File: src/rtl/pipe_ctrl.sv
// pipe_ctrl: stall/flush sequencer for the 5-stage RV64 pipeline.
// In: hazard/mem/redirect/ebreak status; out: per-register ena/valid,
// pc_ena, halt, err, perf counters (enabled with PIPE_CTRL_PERF_EN).
module pipe_ctrl #(
  parameter int MEM_TIMEOUT = 256,
  parameter int CNT_W       = 9
) (
  input  logic        clk,
  input  logic        rst_n,
  input  logic [4:0]  id_rs1,
  input  logic [4:0]  id_rs2,
  input  logic        id_rs1_used,
  input  logic        id_rs2_used,
  input  logic        ex_load,
  input  logic        ex_rf_we,
  input  logic [4:0]  ex_rf_waddr,
  input  logic        ex_redirect,
  input  logic        mem_req,
  input  logic        dmem_ready,
  input  logic        mem_ebreak,
  output logic        pc_ena,
  output logic        ifid_ena,
  output logic        ifid_valid,
  output logic        idex_ena,
  output logic        idex_valid,
  output logic        exmem_ena,
  output logic        exmem_valid,
  output logic        memwb_ena,
  output logic        memwb_valid,
  output logic        halt,
  output logic        err,
  output logic [63:0] stall_cycles,
  output logic [63:0] flush_count
);

  localparam logic [1:0] S_RUN   = 2'd0;
  localparam logic [1:0] S_WAIT  = 2'd1;
  localparam logic [1:0] S_DRAIN = 2'd2;
  localparam logic [1:0] S_HALT  = 2'd3;

  localparam logic [CNT_W-1:0] TMO = CNT_W'(MEM_TIMEOUT);

  logic [1:0]       state_q, state_d;
  logic [CNT_W-1:0] cnt_q, cnt_d;
  logic             err_q, err_d;

  logic load_use;
  logic mem_stall;
  logic pc_c, ifid_e, ifid_v, idex_e, idex_v;
  logic exmem_e, exmem_v, memwb_e, memwb_v;
  logic halt_c;

  always_comb begin
    load_use = ex_load & ex_rf_we
             & (ex_rf_waddr != 5'd0)
             & ((id_rs1_used & (id_rs1 == ex_rf_waddr))
              | (id_rs2_used & (id_rs2 == ex_rf_waddr)));
    mem_stall = mem_req & ~dmem_ready;
  end

  always_comb begin
    pc_c    = 1'b1;
    ifid_e  = 1'b1;
    ifid_v  = 1'b1;
    idex_e  = 1'b1;
    idex_v  = 1'b1;
    exmem_e = 1'b1;
    exmem_v = 1'b1;
    memwb_e = 1'b1;
    memwb_v = 1'b1;
    halt_c  = 1'b0;
    state_d = state_q;
    cnt_d   = cnt_q;
    err_d   = err_q;
    unique case (state_q)
      S_RUN: begin
        if (mem_stall) begin
          pc_c    = 1'b0;
          ifid_e  = 1'b0;
          idex_e  = 1'b0;
          exmem_e = 1'b0;
          memwb_e = 1'b0;
          state_d = S_WAIT;
          cnt_d   = CNT_W'(1);
        end else if (mem_ebreak) begin
          pc_c    = 1'b0;
          ifid_v  = 1'b0;
          idex_v  = 1'b0;
          exmem_v = 1'b0;
          state_d = S_DRAIN;
        end else if (ex_redirect) begin
          ifid_v  = 1'b0;
          idex_v  = 1'b0;
        end else if (load_use) begin
          pc_c    = 1'b0;
          ifid_e  = 1'b0;
          idex_v  = 1'b0;
        end
      end
      S_WAIT: begin
        if (dmem_ready) begin
          state_d = S_RUN;
          cnt_d   = '0;
        end else begin
          pc_c    = 1'b0;
          ifid_e  = 1'b0;
          idex_e  = 1'b0;
          exmem_e = 1'b0;
          memwb_e = 1'b0;
          if (cnt_q == TMO) begin
            state_d = S_HALT;
            err_d   = 1'b1;
          end else begin
            cnt_d = cnt_q + CNT_W'(1);
          end
        end
      end
      S_DRAIN: begin
        pc_c    = 1'b0;
        ifid_e  = 1'b0;
        idex_v  = 1'b0;
        exmem_v = 1'b0;
        state_d = S_HALT;
      end
      S_HALT: begin
        pc_c    = 1'b0;
        ifid_e  = 1'b0;
        idex_e  = 1'b0;
        exmem_e = 1'b0;
        memwb_e = 1'b0;
        halt_c  = 1'b1;
      end
      default: state_d = S_RUN;
    endcase
  end

  always_ff @(posedge clk or negedge rst_n) begin
    if (!rst_n) begin
      state_q <= S_RUN;
      cnt_q   <= '0;
      err_q   <= 1'b0;
    end else begin
      state_q <= state_d;
      cnt_q   <= cnt_d;
      err_q   <= err_d;
    end
  end

  // Reset flushes every register regardless of state.
  always_comb begin
    pc_ena      = rst_n & pc_c;
    ifid_ena    = rst_n & ifid_e;
    ifid_valid  = rst_n & ifid_v;
    idex_ena    = rst_n & idex_e;
    idex_valid  = rst_n & idex_v;
    exmem_ena   = rst_n & exmem_e;
    exmem_valid = rst_n & exmem_v;
    memwb_ena   = rst_n & memwb_e;
    memwb_valid = rst_n & memwb_v;
    halt        = rst_n & halt_c;
    err         = err_q;
  end

`ifdef PIPE_CTRL_PERF_EN
  logic [63:0] stall_q, stall_d;
  logic [63:0] flush_q, flush_d;
  logic        run_s, wait_s;

  always_comb begin
    run_s   = (state_q == S_RUN);
    wait_s  = (state_q == S_WAIT);
    stall_d = stall_q;
    flush_d = flush_q;
    if ((run_s | wait_s) & ~pc_c)
      stall_d = stall_q + 64'd1;
    if (run_s & ~mem_stall) begin
      if (mem_ebreak)
        flush_d = flush_q + 64'd3;
      else if (ex_redirect)
        flush_d = flush_q + 64'd2;
    end
  end

  always_ff @(posedge clk or negedge rst_n) begin
    if (!rst_n) begin
      stall_q <= '0;
      flush_q <= '0;
    end else begin
      stall_q <= stall_d;
      flush_q <= flush_d;
    end
  end

  assign stall_cycles = stall_q;
  assign flush_count  = flush_q;
`else
  assign stall_cycles = 64'd0;
  assign flush_count  = 64'd0;
`endif

endmodule

File: config.mk
export PLATFORM = sky130hd
export DESIGN_NAME = pipe_ctrl
export DESIGN_NICKNAME = d
export VERILOG_FILES = /design/src/rtl/pipe_ctrl.sv
export SDC_FILE = /design/constraint.sdc
export NUM_CORES = 1
export LEC_CHECK = 0
export ABC_AREA = 1
export BUFFER_PORTS_ARGS = -buffer_cell sky130_fd_sc_hd__buf_2
export CAP_MARGIN = 15
export CORE_MARGIN = 3
export CORE_UTILIZATION = 37
export CTS_CLUSTER_SIZE = 24
export DETAILED_ROUTE_END_ITERATION = 10
export PLACE_DENSITY = 0.78
export SYNTH_ARGS = -nofsm -noshare
export SYNTH_HDL_FRONTEND = slang
export SYNTH_SLANG_ARGS = --single-unit
File: constraint.sdc
create_clock -name clk -period 1.6 [get_ports clk]
set_clock_uncertainty 0.2 [all_clocks]
set_input_delay 0.08 -clock clk [delete_from_list [all_inputs] [get_ports clk]]
set_output_delay 0.08 -clock clk [all_outputs]
set_load 0.05 [all_outputs]
==> metrics.md <==
| Metric | Value |
|---|---|
| CTS Buffer Depth | `2` |
| Count leader, synth | `buf_4` |
| Largest area contributor in the netlist | `buf_4` |
| WP buf/inv | `4` |
| Worst hold path startpoint | `dmem_ready` |
| Max stage delay on crit path | `0.44 ns` |
| Clk Latency, worst-skew pair | `0.25 ns` |
| Worst setup SP type | `register` |
| H-tree depth | `1` |
| Critical path launch point | `state_q[0]` |
| CP max FO | `7` |
| Global route total overflow | `0` |
| Post-DRT Antenna Nets | `0` |
| Total Routing Usage GR | `11.5%` |
| Total Wirelength | `4880 um` |
| WP data required | `1.32 ns` |
| Ys flop type | `dfrtp_1` |
| Ant. Diodes | `0` |
| Max-slew violation count | `0` |
| Top Ports | `164` |
| Crit. End Element | `output pin` |
| PwrDens | `1330 nW/um^2` |
| Ys Warns | `0` |
| IR drop worst, VDD | `0.780 mV` |
| Pre-antenna DRT Iters | `4` |
| Failing checks | `negative setup slack` |
| Proportion of layout cells with a drive suffix above 1 | `29.0%` |
| Commonest cells post-synth | `buf_4 (132), nand2_1 (62), inv_1 (41)` |
| Hpwl dp | `3520 um` |
| Largest net degree at the start of global routing | `13` |
| CP arrival | `1.58 ns` |
| EDFF count, synth | `0` |
| First-pass GRT wire length | `6760 um` |
| Relative slew slack | `59.9%` |
| CORE AREA | `5610 um^2` |
| Yosys top cell area share | `45.3%` |
| Timing-limited maximum frequency | `537 MHz` |
| Worst-Margin Slew | `0.600 ns` |
| Worst-path cell chain | `inv_4, ha_4, inv_6, nor2_2, nand4_1, nand2_2, clkinvlp_4, buf_8` |
| Die area | `6880 um^2` |
| Width of the chip | `82.9 um` |
| Routability cong. | `0.826` |
| Top cells by area, synth | `buf_4 (45%), dfrtp_1 (14%), nand2_1 (11%)` |
| Final setup viols | `20` |
| M1 GR Usage | `12.9%` |
| Status | `finished, violations left` |
| Mapped Cells | `329` |
| Fin area | `2450 um^2` |
| Nets@finish | `423` |
| RSZ-0062 raised after global routing | `yes` |
| Setup WS post-layout | `-0.262 ns` |
| Vias in the first global route | `1504` |
| GRT busiest layer | `met2` |
| Vias | `1814` |
| Initial Utilization | `39.0%` |
| Reg clk slew, reported paths | `0.05 ns` |
| Lkg Pwr | `1.43 nW` |
| Number of DRC markers in iteration 0 | `108` |
| Yosys reg bits | `12` |
| Routed vias/inst | `3.93` |
| CP Class | `reg2out` |
| TritonCTS clock tree | `built` |
| DR WL/cell | `10.6 um` |
| Grt met2 use | `21.4%` |
| Final min period | `1.86 ns` |
| Cts bufs inserted | `3` |
| Crit-path leading delay family | `flip-flops` |
| Count of cell types in the netlist | `24` |
| Post-Syn Area | `2190 um^2` |
| Async SR Flop Fraction | `100%` |
| Hold Vio Cnt, Final | `0` |
| Row count | `27` |
| # clock sinks | `12` |
| Fin crit share | `116%` |
| M3 GR Usage | `3.17%` |
| Drc violations | `0` |
| RR Startpoint | `state_q[1]` |
| Die Y | `82.9 um` |
| Area Overhead vs Synth | `11.9%` |
| Max-cap violation count | `0` |
| Setup_tns | `-2.60 ns` |
| Initial antenna violation count | `0` |
| Port Buffer Count | `35` |
| Worst Hold Class | `in2reg` |
| Seq/Total Area, Yosys | `13.7%` |
| Slowest CP cell | `dfrtp_2` |
| Root buffer cell | `clkbuf_8` |
| Placed cell areas | `2110 um^2` |
| Avg Inst Size Synth | `6.66 um^2` |
-- stage by stage --
stage | util, % | power, mW | hold slack (ns) | setup WS, ns | instances
after floorplan | - | 2.32 | -0.416 | -0.116 | 456
after global placement | 37.6 | 2.36 | -0.101 | -0.0625 | 448
after global routing | 43.7 | 3.43 | 0.113 | -0.320 | 461
final | 43.7 | 3.27 | 0.0682 | -0.262 | 461
after detailed placement | 37.6 | 2.39 | -0.0989 | -0.0934 | 448
after CTS | 41.6 | 3.01 | 0.0117 | -0.238 | 458
-- layout by cell type (no fill, tap or decap), drive strengths merged, types with 6 or more instances in the layout --
cell / Yosys / final
inv: 42 / 40
nand3: 11 / 11
ha: 7 / 7
o21ai: 16 / 16
nand2: 67 / 70
conb: 1 / 128
nand4: 11 / 11
nor2: 17 / 17
a21oi: 6 / 6
buf: 133 / 59
dfrtp: 12 / 12
-- layout make-up --
cell class	count	area, um^2
fill	540	3160
multi-input combinational	272	1390
timing repair buffer	60	453
sequential	12	302
inverter	42	173
tap	72	90.1
clock buffer	3	41.3
-- worst min-delay path, stage by stage --
cell and delay [ns]:
buf_2 0.19, nor2_1 0.07, nand2_1 0.07, o21ai_2 0.06
-- flip-flops by register name, indices dropped and copies added, names as in the netlist --
signal / flops
cnt_q: 9
state_q: 2
err: 1
-- worst paths after layout --
path	slack (ns)	to	depth (start not counted)
max	-0.26	ifid_ena	8
min	0.07	cnt_q[6]	4
max reg2reg	-0.11	cnt_q[5]	8
min reg2reg	0.27	err	2
max in group asynchronous	0.36	state_q[0]	3
min in group asynchronous	0.41	cnt_q[8]	3
-- kinds of logic after synthesis --
family / Yosys count / share of synthesized area, %
AO/OA/AOI/OAI: 25 / 6.74
XOR/XNOR: 1 / 0.400
adder cells (fa/ha/maj): 7 / 4.00
buffers and inverters: 175 / 53.1
flip-flops: 12 / 13.7
other: 1 / 0.171
AND/OR/NAND/NOR: 108 / 21.8
-- repair_timing --
action | in CTS | in global routing
setup endpoints to repair | 19 | 21
hold buffers | 1 | 0
gates cloned | 3 | 0
buffers inserted | 3 | 4
hold endpoints to repair | 12 | 0
gates resized for setup | 31 | 32
pin swaps | 8 | 14
-- power by group --
group / internal, mW / switching, mW / total [mW]
registers: 0.352 / 0.0485 / 0.400
clock network: 0.167 / 0.118 / 0.284
logic: 0.801 / 1.79 / 2.59
-- layer usage --
metal | routed length (um) | vias to the layer above
met4 | 57 | 0
met2 | 2540 | 120
met1 | 1730 | 817
li1 | - | 870
met3 | 555 | 7
met5 | 0 | -
Note: power is estimated with default switching activity, not from simulation.
